### config.mk
export PLATFORM = sky130hd
export DESIGN_NAME = universal_shift_register_nbit
export DESIGN_NICKNAME = d
export VERILOG_FILES = /design/src/rtl/universal_shift_register_nbit.sv
export SDC_FILE = /design/constraint.sdc
export NUM_CORES = 1
export LEC_CHECK = 0
export CORE_AREA = 5 5 77 79
export DETAILED_ROUTE_END_ITERATION = 8
export DIE_AREA = 0 0 82 84
export GPL_ROUTABILITY_DRIVEN = 0
export PLACE_DENSITY = 0.62
export SYNTH_ARGS = -nofsm -noshare
export SYNTH_HDL_FRONTEND = slang
export SYNTH_SLANG_ARGS = --single-unit
### constraint.sdc
create_clock -name clk -period 1.8 [get_ports clk]
set_input_delay 0.36 -clock clk [delete_from_list [all_inputs] [get_ports clk]]
set_output_delay 0.36 -clock clk [all_outputs]
set_load 0.05 [all_outputs]
### src/rtl/universal_shift_register_nbit.sv
// universal_shift_register_nbit
// N-bit operand register: single-cycle HOLD/LOAD/CLEAR and multi-cycle
// SHL/SHR/ROL/ROR/ASR run by a two-state FSM under a start/busy/done handshake.
// Optional build macro: USR_OVERFLOW_EN adds the sticky 'ovf' output.
module universal_shift_register_nbit #(
  parameter int unsigned N = 8,
  parameter logic [N-1:0] RESET_VAL = '0,
  localparam int unsigned CNT_W = $clog2(N + 1)
) (
  input  logic             clk,
  input  logic             reset,
  input  logic             en,
  input  logic             start,
  input  logic [2:0]       op,
  input  logic [CNT_W-1:0] amt,
  input  logic [N-1:0]     I,
  input  logic             sin,
  output logic [N-1:0]     Q,
  output logic             sout,
  output logic             busy,
  output logic             done
`ifdef USR_OVERFLOW_EN
  ,
  output logic             ovf
`endif
);

  typedef enum logic [2:0] {
    OP_HOLD  = 3'b000,
    OP_LOAD  = 3'b001,
    OP_SHL   = 3'b010,
    OP_SHR   = 3'b011,
    OP_ROL   = 3'b100,
    OP_ROR   = 3'b101,
    OP_ASR   = 3'b110,
    OP_CLEAR = 3'b111
  } op_e;

  typedef enum logic {
    ST_IDLE  = 1'b0,
    ST_SHIFT = 1'b1
  } state_e;

  state_e           state_q, state_d;
  op_e              op_q, op_d;
  logic [CNT_W-1:0] cnt_q, cnt_d;
  logic [N-1:0]     q_q, q_d;
  logic             sout_q, sout_d;
  logic             busy_q, busy_d;
  logic             done_q, done_d;

  op_e              sh_op_c;
  logic [N-1:0]     sh_q_c;
  logic             sh_out_c;
  logic [CNT_W-1:0] m_c;
  logic             is_shift_c;

`ifdef USR_OVERFLOW_EN
  logic             ovf_q, ovf_d;
  logic             sh_ovf_c;
`endif

  // Operation in effect: the incoming op while idle, the latched op while shifting
  assign sh_op_c    = (state_q == ST_IDLE) ? op_e'(op) : op_q;
  // Requested shift count clamped to the register width
  assign m_c        = (amt > CNT_W'(N)) ? CNT_W'(N) : amt;
  assign is_shift_c = (op_e'(op) inside {OP_SHL, OP_SHR, OP_ROL, OP_ROR, OP_ASR});

  // One-bit shift/rotate of the current contents and the bit that leaves
  always_comb begin
    sh_q_c   = q_q;
    sh_out_c = sout_q;
    case (sh_op_c)
      OP_SHL: begin sh_q_c = {q_q[N-2:0], sin};     sh_out_c = q_q[N-1]; end
      OP_SHR: begin sh_q_c = {sin, q_q[N-1:1]};     sh_out_c = q_q[0];   end
      OP_ROL: begin sh_q_c = {q_q[N-2:0], q_q[N-1]}; sh_out_c = q_q[N-1]; end
      OP_ROR: begin sh_q_c = {q_q[0], q_q[N-1:1]};   sh_out_c = q_q[0];   end
      OP_ASR: begin sh_q_c = {q_q[N-1], q_q[N-1:1]}; sh_out_c = q_q[0];   end
      default: ;
    endcase
  end

`ifdef USR_OVERFLOW_EN
  // Rotates recirculate their bit, so only true shifts can lose a 1
  assign sh_ovf_c = sh_out_c & (sh_op_c inside {OP_SHL, OP_SHR, OP_ASR});
`endif

  // Next-state and next-output logic; en=0 freezes everything and drops done
  always_comb begin
    state_d = state_q;
    op_d    = op_q;
    cnt_d   = cnt_q;
    q_d     = q_q;
    sout_d  = sout_q;
    busy_d  = busy_q;
    done_d  = 1'b0;
`ifdef USR_OVERFLOW_EN
    ovf_d   = ovf_q;
`endif
    if (en) begin
      case (state_q)
        ST_IDLE: begin
          if (start) begin
            op_d = op_e'(op);
`ifdef USR_OVERFLOW_EN
            ovf_d = 1'b0;
`endif
            case (op_e'(op))
              OP_LOAD:  q_d = I;
              OP_CLEAR: q_d = '0;
              OP_HOLD:  ;
              default: begin
                if (m_c != '0) begin
                  q_d    = sh_q_c;
                  sout_d = sh_out_c;
                  cnt_d  = m_c - CNT_W'(1);
`ifdef USR_OVERFLOW_EN
                  ovf_d  = sh_ovf_c;
`endif
                end
              end
            endcase
            if (is_shift_c && (m_c > CNT_W'(1))) begin
              busy_d  = 1'b1;
              state_d = ST_SHIFT;
            end else begin
              done_d  = 1'b1;
            end
          end
        end
        ST_SHIFT: begin
          q_d    = sh_q_c;
          sout_d = sh_out_c;
          cnt_d  = cnt_q - CNT_W'(1);
`ifdef USR_OVERFLOW_EN
          ovf_d  = ovf_q | sh_ovf_c;
`endif
          if (cnt_q == CNT_W'(1)) begin
            busy_d  = 1'b0;
            done_d  = 1'b1;
            state_d = ST_IDLE;
          end
        end
        default: state_d = ST_IDLE;
      endcase
    end
  end

  // State and output registers with asynchronous reset
  always_ff @(posedge clk or posedge reset) begin
    if (reset) begin
      state_q <= ST_IDLE;
      op_q    <= OP_HOLD;
      cnt_q   <= '0;
      q_q     <= RESET_VAL;
      sout_q  <= 1'b0;
      busy_q  <= 1'b0;
      done_q  <= 1'b0;
`ifdef USR_OVERFLOW_EN
      ovf_q   <= 1'b0;
`endif
    end else begin
      state_q <= state_d;
      op_q    <= op_d;
      cnt_q   <= cnt_d;
      q_q     <= q_d;
      sout_q  <= sout_d;
      busy_q  <= busy_d;
      done_q  <= done_d;
`ifdef USR_OVERFLOW_EN
      ovf_q   <= ovf_d;
`endif
    end
  end

  assign Q    = q_q;
  assign sout = sout_q;
  assign busy = busy_q;
  assign done = done_q;
`ifdef USR_OVERFLOW_EN
  assign ovf  = ovf_q;
`endif

endmodule

==> qor.yml, run 1 <==
grt-ovfl-total: 0
fillers: 570
htree_levels: 1
vias: 1331
placed_area_um2: 2060
ant_nets: 0
coreArea_um2: 5270
critPathMaxFanout: 5
holdBufCountCts: 0
max_stage_delay_ns: 0.45
status: "finished, final reports clean"
fp.dieArea_um2: 6890
ys_async_sr_fraction: 1.00
num_rows: 27
grt_usage: 0.109
leakage_nw: 0.940
grt_pass1_wl_um: 5960
drive_above_1_share: 0.351
crit_type: "in2reg"
start_util: 0.284
synth_ff_type: "dfrtp_1"
timing.rr.start: "state_q"
wl_per_cell_um: 12.8
synth_edf_count: 0
power_density_nw_per_um2: 1610
initialDrtViolationCount: 43
ios: 31
fin_worst_skew_ns: 0.00628
dr.pass1.iters: 4
route.detailed.drc: 0
clkSinkCount: 19
worstSetupStartpoint: "amt[2]"
drv_slew: 0
crit_path_top_delay_cell: "clkdlybuf4s50_1"
portBuffers: 30
syn_inst: 150
relSlewSlack: 0.788
synth-seq-area-share: 0.318
start_kind: "input pin"
cp_cell_sequence: "clkdlybuf4s50_1, nor3_1, and2_4, a21oi_4, buf_6, nor2b_1, a221o_1"
critPathCaptureType: "flip-flop"
fin_nets: 236
cp.arrival_ns: 1.88
yosys_register_bits: 19
ys_warn_count: 0
hold_ws_ns: 0.414
fmax_mhz: 578
finalCritPeriodShare: 0.960
clock_latency_ns: 0.26
clockRootBuffer: "clkbuf_8"
hold_viol: 0
peakVddDrop_v: 0.000707
finalSetupViolCount: 0
grt_max_degree: 20
antenna_cells: 0
synth_area_um2: 1500
synthDistinctLibCells: 45
fin_crit_ns: 1.73
cts_tree: "yes"
viasPerCell: 4.70
cap_violations: 0
dpl.hpwl_um: 2890
avgSynthCellArea_um2: 9.97
hold_path_class: "in2async"
syn_nets: 174
wl_um: 3630
clk_path_buf_depth: 2
grt_antenna_before_repair: 0
layout.area.seq_um2: 477
cts_made_buffers: 3
multiInputGateArea_um2: 935
syn_to_final_growth_pct: 44.8
grt_pass1_vias: 1288
postLayoutCellArea_um2: 2160
rsz0062_at_grt: "yes"
cts.reportedPaths.clkPinSlew_ns: 0.08
fp.dieH_um: 84
die_x_um: 82
required_ns: 1.95
tightestPinTransition_ns: 0.315
-- area by class of cell --
| class | count | area share |
|---|---|---|
| clock buffer | 4 | 0.0208 |
| inverter | 8 | 0.0139 |
| multi-input combinational | 114 | 0.432 |
| tap | 72 | 0.0416 |
| sequential | 19 | 0.220 |
| timing repair buffer | 66 | 0.272 |
-- registers in the layout (all words and copies together) (netlist names) --
name,count
busy,1
done,1
sout,1
op_q,3
state_q,1
Q,8
cnt_q,4
-- per-layer routing --
layer,track usage,vias up,wire length [µm],part of all wire
met3,0.0292,4,220,0.061
met2,0.179,32,1710,0.47
met5,0,-,0,0
met1,0.142,621,1680,0.46
li1,-,674,-,-
met4,0.0242,0,21,0.0058
-- metrics by stage --
| stage | setup slack (ns) | cells | util | setup TNS [ns] | power, W |
|---|---|---|---|---|---|
| 2_1_floorplan | 0.143 | 150 | - | 0 | 0.00236 |
| 3_3_place_gp | -0.431 | 276 | 0.391 | -5.04 | 0.00310 |
| 3_5_place_dp | -0.475 | 276 | 0.391 | -5.48 | 0.00315 |
| 4_1_cts | 0.0458 | 282 | 0.409 | 0 | 0.00351 |
| 5_1_grt | -0.00542 | 283 | 0.411 | -0.00565 | 0.00375 |
| 6_report | 0.0711 | 283 | 0.411 | 0 | 0.00349 |
-- what timing repair did --
| action | in CTS | in global routing |
|---|---|---|
| pin swaps | 4 | 0 |
| setup endpoints to repair | 11 | 3 |
| cloned | 0 | 0 |
| resized for setup | 16 | 1 |
| setup buffers | 2 | 1 |
-- critical path, delay by kind of cell --
kind | cells | cell delay (ns)
buffers and inverters | 2 | 0.58
AO/OA/AOI/OAI | 2 | 0.33
AND/OR/NAND/NOR | 3 | 0.60
-- kinds of logic (layout without fill, tap and decap cells) --
group                    Yosys count  count (layout)  share of synthesized area
AND/OR/NAND/NOR                   47              47                      0.190
AO/OA/AOI/OAI                     45              45                      0.230
flip-flops                        19              19                      0.318
buffers and inverters             17              78                     0.0745
multiplexers                      13              13                      0.112
XOR/XNOR                           5               5                     0.0418
adder cells (fa/ha/maj)            4               4                     0.0335
-- Yosys cell counts (4+ instances only) --
library cell,count,area share
a32oi_1,8,0.047
a221o_1,6,0.040
nand3_1,5,0.017
inv_1,8,0.020
nand2_1,8,0.020
ha_1,4,0.033
dfrtp_1,19,0.32
o21ai_0,9,0.030
mux2_2,4,0.030
nand2b_1,5,0.021
nor2_1,7,0.018
buf_6,6,0.045
nor2b_1,9,0.038
a21oi_1,5,0.017
mux2i_2,4,0.037
-- final timing paths --
path                            endpoint  slack [ns]  cells after the start
min in group clk                    sout        0.51                      1
worst max register to register  cnt_q[3]        0.08                      5
worst max-delay path                Q[1]        0.07                      7
max in group asynchronous        state_q        1.15                      3
worst min register to register      sout        0.51                      1
worst min-delay path                sout        0.41                      3
-- cells in the final DEF (no fill, tap or decap), types with 7 or more instances in the layout --
cell and n:
buf_4 40, dfrtp_1 18, clkdlybuf4s50_1 13, nor2b_1 9
nand2_1 8, o21ai_0 8, inv_1 8, a32oi_1 8
nor2_1 7
-- report_power, final --
part	switching, W	internal [W]
Combinational	0.00118	0.00115
Sequential	0.000227	0.000619
Clock	0.000159	0.000158
Total	0.00156	0.00193
Note: power is estimated with default switching activity, not from simulation.
==> inputs of run 2 (changes only) <==
PLACE_DENSITY = default   (was 0.62)
PLACE_DENSITY_LB_ADDON = 0.05   (was default)
==> run 2 against run 1 <==
Utilization increased by 0.28 points. Clock skew about the same. Via count increased by 1.7%. Combinational power about the same. Critical endpoint is now sout. Largest cell class unchanged.
==> qor.yml, run 2 (synthesized netlist as in run 1, its figures left out) <==
grt_max_degree: 20  # unchanged
cts_made_buffers: 3  # unchanged
max_stage_delay_ns: 0.49  # was 0.45 ns
endpoint: "sout"  # was Q[1]
dr.pass1.iters: 4  # unchanged
placed_area_um2: 2010  # was 2060 µm²
placedCellCount: 273  # was 276
drive_above_1_share: 0.364  # was 0.351
wl_um: 4030  # was 3630 µm
crit_path_top_delay_cell: "dfrtp_2"  # was clkdlybuf4s50_1
fp.dieH_um: 84  # unchanged
crit_top_cell: "mux2i_2"
layout_commonest_cell: "buf_4"  # unchanged
die_x_um: 82  # unchanged
portBuffers: 30  # unchanged
hold_ws_ns: 0.414  # about the same
start_util: 0.284  # unchanged
peakVddDrop_v: 0.000704  # was 0.000707 V
viasPerCell: 4.81  # was 4.70
start_kind: "flip-flop"  # was input pin
ant_nets: 0  # unchanged
ios: 31  # unchanged
hold_viol: 0  # unchanged
grt_pass1_vias: 1439  # was 1288
route.detailed.drc: 0  # unchanged
num_rows: 27  # unchanged
cts.reportedPaths.clkPinSlew_ns: 0.09  # was 0.08 ns
worstSetupStartpoint: "state_q"  # was amt[2]
dpl.hpwl_um: 3140  # was 2890 µm
initialDrtViolationCount: 51  # was 43
drv_slew: 0  # unchanged
power_density_nw_per_um2: 1630  # was 1610 nW/µm²
vias: 1353  # was 1331
finalCritPeriodShare: 0.957  # was 0.960
cap_violations: 0  # unchanged
cts_tree: "yes"  # unchanged
clock_latency_ns: 0.27  # was 0.26 ns
grt_pass1_wl_um: 6790  # was 5960 µm
relSlewSlack: 0.776  # was 0.788
crit_type: "reg2reg"  # was in2reg
htree_levels: 1  # unchanged
tns_ns: 0  # unchanged
final_cell_mix: "buf_4 (38), dfrtp_1 (18), clkdlybuf4s50_1 (12)"  # was buf_4 (40), dfrtp_1 (18), clkdlybuf4s50_1 (13)
postLayoutCellArea_um2: 2180  # was 2160 µm²
antenna_cells: 0  # unchanged
largest_reg_flops: 8  # unchanged
coreArea_um2: 5270  # unchanged
fp.dieArea_um2: 6890  # unchanged
leakage_nw: 0.946  # was 0.940 nW
hold_path_class: "in2async"  # unchanged
status: "finished, final reports clean"  # unchanged
grt_usage: 0.126  # was 0.109
critPathMaxFanout: 7  # was 5
rsz0062_at_grt: "no"  # was yes
timing.rr.start: "state_q"  # unchanged
rr_worst_depth: 6  # was 5
fin_nets: 234  # was 236
cp_cell_sequence: "mux2i_2, nor2_1, mux2i_2, buf_4, nand2_1, mux2_2"  # was clkdlybuf4s50_1, nor3_1, and2_4, a21oi_4, buf_6, nor2b_1, a221o_1
grt-ovfl-total: 0  # unchanged
fmax_mhz: 580  # was 578 MHz
clk_path_buf_depth: 2  # unchanged
required_ns: 1.96  # was 1.95 ns
fin_crit_ns: 1.72  # was 1.73 ns
cp.arrival_ns: 1.89  # was 1.88 ns
holdBufCountCts: 0  # unchanged
syn_to_final_growth_pct: 45.8  # was 44.8%
critPathCaptureType: "flip-flop"  # unchanged
clockRootBuffer: "clkbuf_8"  # unchanged
wl_per_cell_um: 14.3  # was 12.8 µm
fin_worst_skew_ns: 0.00586  # was 0.00628 ns
finalSetupViolCount: 0  # unchanged
r2r-end: "sout"  # was cnt_q[3]
tightestPinTransition_ns: 0.333  # was 0.315 ns
grt_antenna_before_repair: 0  # unchanged
r2r_setup_slack_ns: 0.08  # about the same
clkSinkCount: 19  # unchanged
final_cells: 281  # was 283
-- run 2: layout make-up --
| cell class | count | area (µm²) |
|---|---|---|
| fill | 562 | 3090 |
| multi-input combinational | 114 | 967 |
| timing repair buffer | 64 | 567 |
| sequential | 19 | 477 |
| tap | 72 | 90.1 |
| clock buffer | 3 | 41.3 |
| inverter | 8 | 30.0 |
| clock inverter | 1 | 7.51 |
-- run 2: worst max-delay path, delay by kind of cell, from the launching register on --
kind	cells	cell delay, ns
buffers and inverters	1	0.18
multiplexers	3	0.81
AND/OR/NAND/NOR	2	0.15
flip-flops	1	0.49
-- run 2: how the worst min path moves through the flow --
stage	startpoint	endpoint	cells after the start
6_report	reset	sout	3
4_1_cts	reset	sout	3
5_1_grt	reset	sout	3
3_5_place_dp	sout	sout	1
2_1_floorplan	reset	Q[0]	1
3_3_place_gp	sout	sout	1
-- run 2: through the flow --
stage                     power, W  setup WS (ns)   util
after global placement     0.00308         -0.390  0.382
after CTS                  0.00353         0.0430  0.409
final                      0.00355         0.0771  0.414
after global routing       0.00382         0.0167  0.414
after floorplan            0.00236          0.143      -
after detailed placement   0.00311         -0.463  0.382
-- run 2: what timing repair did --
action / in CTS / in global routing
pin swaps: 7 / 0
endpoints found under the setup margin: 11 / 6
setup buffers: 4 / 0
gates resized for setup: 20 / 4
-- run 2: power breakdown --
group          switching (W)  internal, W  total (W)
combinational        0.00120      0.00115    0.00235
sequential          0.000248     0.000618   0.000866
clock               0.000176     0.000157   0.000333
total                0.00163      0.00192    0.00355
-- run 2: layer usage --
layer / GRT usage / routed length [µm] / vias up
met5: 0 / 0 / -
met4: 0.0408 / 55 / 0
met3: 0.0248 / 188 / 5
met2: 0.216 / 1990 / 29
met1: 0.155 / 1790 / 649
li1: - / - / 670
==> inputs of run 3 (changes only) <==
CTS_CLUSTER_DIAMETER = 40   (was default)
==> results of run 3 <==
Final layout, timing and power as in run 2 (identical DEF).
